**src/rtl/mempool_tile_req_distributor.sv**
```systemverilog
// mempool_tile_req_distributor
// Dispatches remote requests from NumInp tile request ports to NumOut bank ports.
// Each input has a small FIFO. Each bank has a round-robin arbiter. A lock holds
// the granted input on a stalled bank until its handshake completes.
// Optional starvation guard is built when MEMPOOL_REQ_DIST_STARVE_EN is defined.
//
// Ports:
//   clk_i, rst_i   clock, asynchronous active-high reset
//   data_i/bank_i  per-input payload and target bank index
//   valid_i        per-input request valid
//   ready_o        per-input FIFO-not-full; forced low while in reset
//   data_o/valid_o per-bank request payload and valid
//   ready_i        per-bank accept
module mempool_tile_req_distributor #(
  parameter int unsigned  NumInp      = 3,
  parameter int unsigned  NumOut      = 16,
  parameter int unsigned  FifoDepth   = 2,
  parameter int unsigned  StarveLimit = 8,
  parameter type          payload_t   = logic,
  localparam int unsigned BankW       = (NumOut > 1) ? $clog2(NumOut) : 1
) (
  input  logic                         clk_i,
  input  logic                         rst_i,
  input  payload_t [NumInp-1:0]        data_i,
  input  logic [NumInp-1:0][BankW-1:0] bank_i,
  input  logic [NumInp-1:0]            valid_i,
  output logic [NumInp-1:0]            ready_o,
  output payload_t [NumOut-1:0]        data_o,
  output logic [NumOut-1:0]            valid_o,
  input  logic [NumOut-1:0]            ready_i
);

  localparam int unsigned IdxW = (NumInp > 1) ? $clog2(NumInp) : 1;
  localparam int unsigned PtrW = (FifoDepth > 1) ? $clog2(FifoDepth) : 1;
  localparam int unsigned CntW = $clog2(FifoDepth + 1);

  typedef struct packed {
    payload_t         data;
    logic [BankW-1:0] bank;
  } entry_t;

  entry_t            mem_q    [NumInp][FifoDepth];
  logic [PtrW-1:0]   wr_ptr_q [NumInp];
  logic [PtrW-1:0]   wr_ptr_d [NumInp];
  logic [PtrW-1:0]   rd_ptr_q [NumInp];
  logic [PtrW-1:0]   rd_ptr_d [NumInp];
  logic [CntW-1:0]   cnt_q    [NumInp];
  logic [CntW-1:0]   cnt_d    [NumInp];
  entry_t            head     [NumInp];
  logic [NumInp-1:0] not_empty, push, pop;

  logic [IdxW-1:0]   rr_q       [NumOut];
  logic [IdxW-1:0]   rr_d       [NumOut];
  logic [IdxW-1:0]   lock_idx_q [NumOut];
  logic [IdxW-1:0]   lock_idx_d [NumOut];
  logic [NumOut-1:0] lock_vld_q, lock_vld_d;
  logic [IdxW-1:0]   win        [NumOut];
  logic [NumInp-1:0] cand       [NumOut];
  logic [NumOut-1:0] hs;

  function automatic logic [PtrW-1:0] ptr_inc(input logic [PtrW-1:0] p);
    return (p == PtrW'(FifoDepth - 1)) ? '0 : p + PtrW'(1);
  endfunction

  // FIFO status and push qualification; ready_o depends on stored state only
  always_comb begin
    for (int i = 0; i < NumInp; i++) begin
      head[i]      = mem_q[i][rd_ptr_q[i]];
      not_empty[i] = (cnt_q[i] != '0);
      ready_o[i]   = ~rst_i & (cnt_q[i] != CntW'(FifoDepth));
      push[i]      = valid_i[i] & ready_o[i];
    end
  end

`ifdef MEMPOOL_REQ_DIST_STARVE_EN
  localparam int unsigned WaitW = $clog2(StarveLimit + 1);

  logic [WaitW-1:0]  wait_q [NumInp];
  logic [WaitW-1:0]  wait_d [NumInp];
  logic [NumInp-1:0] starved;

  // Wait counters: count every cycle a queued head is not popped, saturating
  always_comb begin
    for (int i = 0; i < NumInp; i++) begin
      starved[i] = (wait_q[i] >= WaitW'(StarveLimit));
      wait_d[i]  = wait_q[i];
      if (pop[i]) begin
        wait_d[i] = '0;
      end else if (not_empty[i] && !starved[i]) begin
        wait_d[i] = wait_q[i] + WaitW'(1);
      end
    end
  end

  always_ff @(posedge clk_i or posedge rst_i) begin
    if (rst_i) begin
      for (int i = 0; i < NumInp; i++) wait_q[i] <= '0;
    end else begin
      for (int i = 0; i < NumInp; i++) wait_q[i] <= wait_d[i];
    end
  end
`endif

  // Per-bank arbitration: lock owner, then (optionally) starved input, then round robin
  always_comb begin
    logic        found;
    int unsigned idx;
    valid_o = '0;
    data_o  = '0;
    hs      = '0;
    for (int b = 0; b < NumOut; b++) begin
      win[b] = rr_q[b];
      found  = 1'b0;
      for (int i = 0; i < NumInp; i++) begin
        cand[b][i] = not_empty[i] & (head[i].bank == BankW'(b));
      end
      if (lock_vld_q[b]) begin
        win[b] = lock_idx_q[b];
        found  = 1'b1;
      end
`ifdef MEMPOOL_REQ_DIST_STARVE_EN
      for (int i = 0; i < NumInp; i++) begin
        if (!found && cand[b][i] && starved[i]) begin
          win[b] = IdxW'(i);
          found  = 1'b1;
        end
      end
`endif
      for (int k = 0; k < NumInp; k++) begin
        idx = int'(rr_q[b]) + k;
        if (idx >= NumInp) idx = idx - NumInp;
        if (!found && cand[b][idx]) begin
          win[b] = IdxW'(idx);
          found  = 1'b1;
        end
      end
      valid_o[b] = |cand[b];
      if (valid_o[b]) data_o[b] = head[win[b]].data;
      hs[b] = valid_o[b] & ready_i[b];
    end
  end

  // A head targets a single bank, so each input sees at most one pop
  always_comb begin
    pop = '0;
    for (int b = 0; b < NumOut; b++) begin
      if (hs[b]) pop[win[b]] = 1'b1;
    end
  end

  // Round-robin pointer advances past the winner on handshake; lock holds a stalled grant
  always_comb begin
    lock_vld_d = lock_vld_q;
    for (int b = 0; b < NumOut; b++) begin
      rr_d[b]       = rr_q[b];
      lock_idx_d[b] = lock_idx_q[b];
      if (hs[b]) begin
        rr_d[b]       = (win[b] == IdxW'(NumInp - 1)) ? '0 : win[b] + IdxW'(1);
        lock_vld_d[b] = 1'b0;
      end else if (valid_o[b]) begin
        lock_vld_d[b] = 1'b1;
        lock_idx_d[b] = win[b];
      end
    end
  end

  // FIFO pointer and occupancy next state
  always_comb begin
    for (int i = 0; i < NumInp; i++) begin
      wr_ptr_d[i] = wr_ptr_q[i];
      rd_ptr_d[i] = rd_ptr_q[i];
      cnt_d[i]    = cnt_q[i];
      if (push[i]) wr_ptr_d[i] = ptr_inc(wr_ptr_q[i]);
      if (pop[i])  rd_ptr_d[i] = ptr_inc(rd_ptr_q[i]);
      if (push[i] && !pop[i]) begin
        cnt_d[i] = cnt_q[i] + CntW'(1);
      end else if (!push[i] && pop[i]) begin
        cnt_d[i] = cnt_q[i] - CntW'(1);
      end
    end
  end

  // Control state
  always_ff @(posedge clk_i or posedge rst_i) begin
    if (rst_i) begin
      for (int i = 0; i < NumInp; i++) begin
        wr_ptr_q[i] <= '0;
        rd_ptr_q[i] <= '0;
        cnt_q[i]    <= '0;
      end
      for (int b = 0; b < NumOut; b++) begin
        rr_q[b]       <= '0;
        lock_idx_q[b] <= '0;
      end
      lock_vld_q <= '0;
    end else begin
      for (int i = 0; i < NumInp; i++) begin
        wr_ptr_q[i] <= wr_ptr_d[i];
        rd_ptr_q[i] <= rd_ptr_d[i];
        cnt_q[i]    <= cnt_d[i];
      end
      for (int b = 0; b < NumOut; b++) begin
        rr_q[b]       <= rr_d[b];
        lock_idx_q[b] <= lock_idx_d[b];
      end
      lock_vld_q <= lock_vld_d;
    end
  end

  // FIFO storage: payload and bank index stored together
  always_ff @(posedge clk_i) begin
    for (int i = 0; i < NumInp; i++) begin
      if (push[i]) mem_q[i][wr_ptr_q[i]] <= '{data: data_i[i], bank: bank_i[i]};
    end
  end

  if (FifoDepth < 1 || StarveLimit < 1) begin : g_bad_param
    $error("FifoDepth and StarveLimit must be at least 1");
  end

`ifndef SYNTHESIS
  // Bank indices beyond NumOut are only representable for non power-of-2 NumOut
  if (NumOut != (2 ** BankW)) begin : g_bank_chk
    for (genvar i = 0; i < NumInp; i++) begin : g_inp
      bank_in_range : assert property (@(posedge clk_i) disable iff (rst_i)
        valid_i[i] |-> (32'(bank_i[i]) < NumOut));
    end
  end
`endif

endmodule

```
**config.mk**
```make
export PLATFORM = sky130hd
export DESIGN_NAME = mempool_tile_req_distributor
export DESIGN_NICKNAME = d
export VERILOG_FILES = /design/src/rtl/mempool_tile_req_distributor.sv
export SDC_FILE = /design/constraint.sdc
export NUM_CORES = 1
export LEC_CHECK = 0
export ABC_AREA = 1
export BUFFER_PORTS_ARGS = -buffer_cell sky130_fd_sc_hd__buf_2
export CORE_ASPECT_RATIO = 0.7
export CORE_MARGIN = 2
export CORE_UTILIZATION = 67
export DETAILED_ROUTE_END_ITERATION = 10
export PLACE_DENSITY = 0.94
export SLEW_MARGIN = 20
export SYNTH_ARGS = -nofsm -noshare
export SYNTH_HDL_FRONTEND = slang
export SYNTH_SLANG_ARGS = --single-unit
export TNS_END_PERCENT = 1
```
**constraint.sdc**
```tcl
create_clock -name clk_i -period 4.7 [get_ports clk_i]
set_clock_uncertainty 0.2 [all_clocks]
set_input_delay 0.705 -clock clk_i [delete_from_list [all_inputs] [get_ports clk_i]]
set_output_delay 0.705 -clock clk_i [all_outputs]
set_load 0.02 [all_outputs]
```
* Word-level counts from Yosys, hierarchy flattened
Memory sizes are Yosys's and may differ from the RTL's. Index checks and enable logic that the tools add are counted.
Operators by class: reductions and logical operators 184, multiplexer cells 449, eq/ne operators 64, bitwise logic cells 124, $add $sub $neg 108, order comparisons 153
Operators by type and width (number):
- $lt 32x3->1 const B | 48
- $mux 32 | 48
- $mux 5 | 44
- $mux 2 | 86
- $mux 1 | 169
- $bmux 5 s2 | 16
- $sub 3x2->4 const B | 32
- $bmux 1 s2 | 48
- $eq 4x4->1 const B | 24
- $ge 3x2->1 const B | 32
- $logic_and 1x1->1 | 73
- $and 1x1->1 | 70
- $logic_not 1->1 | 54
- $add 2x1->3 const B | 16
- $add 2x2->3 const B | 16
- $eq 4x3->1 const B | 12
- $ge 3x3->1 const B | 16
- $lt 2x3->1 const B | 16
- $mux 3 | 16
- $not 2->3 | 16
- $reduce_or 3->1 | 16
- $sub 2x2->3 const B | 16
- $or 3x3->3 | 15
- $ge 2x2->1 const B | 22
- 17 further kinds | 161
Word-level totals: RAM bits 30, word-level logic and storage cells 1140, memories kept 1, output and inout port bits 35, register bits 92, input bits 36
Memory list:
- mem_q | depth 3, width 10, rd ports 3, clocked after memory_dff 0, write ports 3, RTL line 42 | entry_t mem_q [NumInp][FifoDepth];

* Depth between registers and ports, before layout
word-level depth 54, depth in mapped cells 28, mapped depth without buffers 27

* Least setup slack after synthesis
OpenSTA, ideal clock, no wires.
kind reg-to-output, start register rd_ptr_q[1] (netlist bit), end output data_o[13] (netlist bit), arrival time 2.347 ns, cell stages (with the launch flop) 17, slack 1.448 ns, required time 3.795 ns, path buffers 1, cells stage by stage dfrtp_1 -> buf_4 -> inv_4 -> nand2_1 -> nand2_2 -> nand2_1 -> nor2_1 -> nand3_1 -> nand3_1 -> nand2_1 -> nand2_1 -> nor2_1 -> nand2_1 -> nand3_1 -> nand2_1 -> o21ai_0 -> a311oi_1
RTL lines:
- start, declared | RTL line 45 | logic [PtrW-1:0] rd_ptr_q [NumInp];
- start signal, assigned by index | RTL line 199 | rd_ptr_q[i] <= rd_ptr_d[i];
- end, declared | RTL line 28 | output payload_t [NumOut-1:0] data_o,

==> flow_summary.toml <==
[outcome]
status = "finished, final reports clean"

[sta]
setup_viol = 0
max_freq_mhz = 230
slew-limit-headroom_pct = 37.9
fin_crit_sh_pct = 92.5
tightest_slew_ps = 925
maxSlewViolCount = 0
final_hold_viol_count = 0
setup_tns_ps = 0
fin_hold_ws_ps = 258
fin_crit_ps = 4350
grt_setup_unrepaired = "no"

[synthesis]
yosys_warnings = 0
synth-edff-count = 30
syn_area_um2 = 10700
yosysMostFrequentCell = "nand2_1"
synth_top_area_share_pct = 21.6
synth_nets = 1703
synthArstFlopShare_pct = 75.4
synth_ff_type = "dfrtp_1"
avgSynthCellArea_um2 = 6.53
synth.ff_latch_count = 122
synth.distinct_cells = 45
synth_seq_area_share_pct = 30.1
synthTopCellsByArea = "dfrtp_1 (22%), nand2_1 (17%), nand3_1 (12%), edfxtp_1 (8.5%), inv_1 (7.6%)"
yosysTopAreaCell = "dfrtp_1"
synthTopCellsByCount = "nand2_1 (471), nand3_1 (254), inv_1 (216), o21ai_0 (112), nor2_1 (102)"
postSynthCellCount = 1632

[die]
die_h_um = 110
die_x_um = 155
ios = 71
die-area_um2 = 16900
start_util_pct = 68.5
core_area_um2 = 15500
rows = 38

[clocking]
clkSinkCount = 122
cts-htree-levels = 4
cts_tree = "done"
clk_pin_slew_ps = 60
hold_buffers = 0
cts_buffer_depth = 2
cts_setup_buffers = 0
numCtsBuffers = 17
insertion_delay_ps = 440
cts_root_buf = "clkbuf_16"
cts_resized = 0

[final_layout]
diodes = 0
nets = 1791
drive_gt1_share_pct = 16.7
synthToLayoutAreaGrowth_pct = 11.2

[grt]
grt-ovfl-total = 0
groute.layer.met1.usage_pct = 49.3
gr-usage-all-layers_pct = 39.3
grtUsageMet2_pct = 61.8
grt_pass1_wl_um = 52300
grt_pass1_vias = 10908
busiest_layer = "met2"
met3_usage_pct = 10.8
antenna_found_initial = 0
grt_max_degree = 63

[route]
dr.pass1.iters = 8
drt_iter0_drc = 1501
wl_per_cell_um = 16.8
route.detailed.drc = 0
route.antenna.remaining_nets = 0
drt-total-wl_um = 32400
dr_total_vias = 11828
routed_via_density = 6.12

[setup_path]
critPathArrivalTime_ps = 3440
r2r_slack_ps = 590
crit_path_start_kind = "flip-flop"
required_ps = 3800
crit_path_max_fanout = 11
path_class = "flip-flop to output port"
cp-end-kind = "output port"

[place]
dp_hpwl_um = 24000
portBuffers = 70
gp_congestion = 1.05

[flow_run]
cap_violations = 0

[min_path]
hold_path_class = "input port to flip-flop"

[power]
p_int_uw = 4280
peakVddDrop_mv = 0.446
p_leak_uw = 0.00632
sw_frac_of_total_pct = 57.3
power.share.sequential_pct = 18.4
p_switching_uw = 5740
p_comb_share_pct = 68.1
powerDensity_nw_per_um2 = 846
p_clk_share_pct = 13.5
area by class of cell:
type	count	area, um2
clock buffers	18	450
clock inverters	14	150
fillers	1163	3700
inverters	258	978
multi-input cells	1247	6440
flip-flops and latches	122	3200
well taps	200	250
repair buffers	74	380
state kept, by name, indices dropped and copies added, names as in the netlist:
name	flops
lock_idx_q	32
lock_vld_q	16
wr_ptr_q	3
rd_ptr_q	3
cnt_q	6
mem_q	30
rr_q	32
power by group through the flow:
| stage | sequential (uW) | clock [uW] | combinational (uW) |
|---|---|---|---|
| floorplan | 1730 | 0 | 5080 |
| global placement | 1820 | 0 | 6250 |
| detailed placement | 1840 | 0 | 6490 |
| CTS | 1830 | 1350 | 6600 |
| global route | 1890 | 1400 | 7510 |
| finish | 1850 | 1350 | 6830 |
layout by cell type (no fill, tap or decap), types with 3 or more instances in the layout:
cell and instances:
nand2_1 471, nand3_1 254, inv_1 215, o21ai_0 110
nor2_1 102, dfrtp_1 92, buf_2 70, nand2_2 53
nand4_1 35, ha_1 35, inv_2 34, a21oi_1 33
edfxtp_1 30, nor2_2 23, clkbuf_16 18, nand3_2 16
nor2_4 12, o21ai_1 12, o21ai_2 11, o22ai_1 11
nor3_1 9, or2_2 8, nand2_4 6, o211ai_1 6
xor2_1 6, clkinv_1 5, a21oi_2 5, inv_4 4
a21oi_4 4, inv_8 4, inv_6 4, buf_4 4
nor2_8 3, a311oi_1 3, xnor2_1 3, clkinvlp_4 3
layer usage:
layer / share of wire (%) / wire (um)
met4: 5.2 / 1680
met5: 0 / 0
met2: 43 / 14000
met3: 13 / 4120
met1: 39 / 12600
cells by family after synthesis:
kind of cell,share of synthesized area (%)
and+or+nand+nor,44.2
buffers and inverters,9.51
AOI/OAI and AO/OA,11.4
DFF,30.1
adders and majority gates,4.11
xor gates and xnor gates,0.740
critical path, cell delays in order (launching register included):
cell and delay, ps:
dfrtp_1 530, inv_2 210, nand2_1 140, nand2_2 160
inv_2 70, nor2_4 280, nand2_1 170, nand2_1 110
nand3_1 70, nand2_1 100, nand3_1 120, nand3_1 120
nand3_1 100, nand2_1 210, o21ai_0 120, a311oi_1 290
buf_2 210
final timing paths:
| path | cells after the start | start | to |
|---|---|---|---|
| hold / removal | 1 | bank_i[6] | mem_q[0][12] |
| hold reg to reg | 1 | cnt_q[4] | cnt_q[4] |
| max in group asynchronous | 3 | rst_i | rr_q[28] |
| setup / recovery | 16 | rd_ptr_q[2] | data_o[13] |
| min in group asynchronous | 2 | rst_i | wr_ptr_q[0] |
| setup reg to reg | 23 | rd_ptr_q[2] | cnt_q[5] |
stage by stage:
| step | setup slack [ps] | total power [uW] | area, um2 | std cells | util [%] |
|---|---|---|---|---|---|
| floorplan | 1400 | 6800 | 10700 | 1632 | - |
| global placement | 1000 | 8080 | 11200 | 1901 | 72.4 |
| detailed placement | 819 | 8330 | 11200 | 1901 | 72.4 |
| CTS | 503 | 9780 | 11900 | 1933 | 76.2 |
| global route | 148 | 10800 | 11900 | 1933 | 76.2 |
| finish | 351 | 10000 | 11900 | 1933 | 76.2 |
Power figures use the tool's default switching activity.
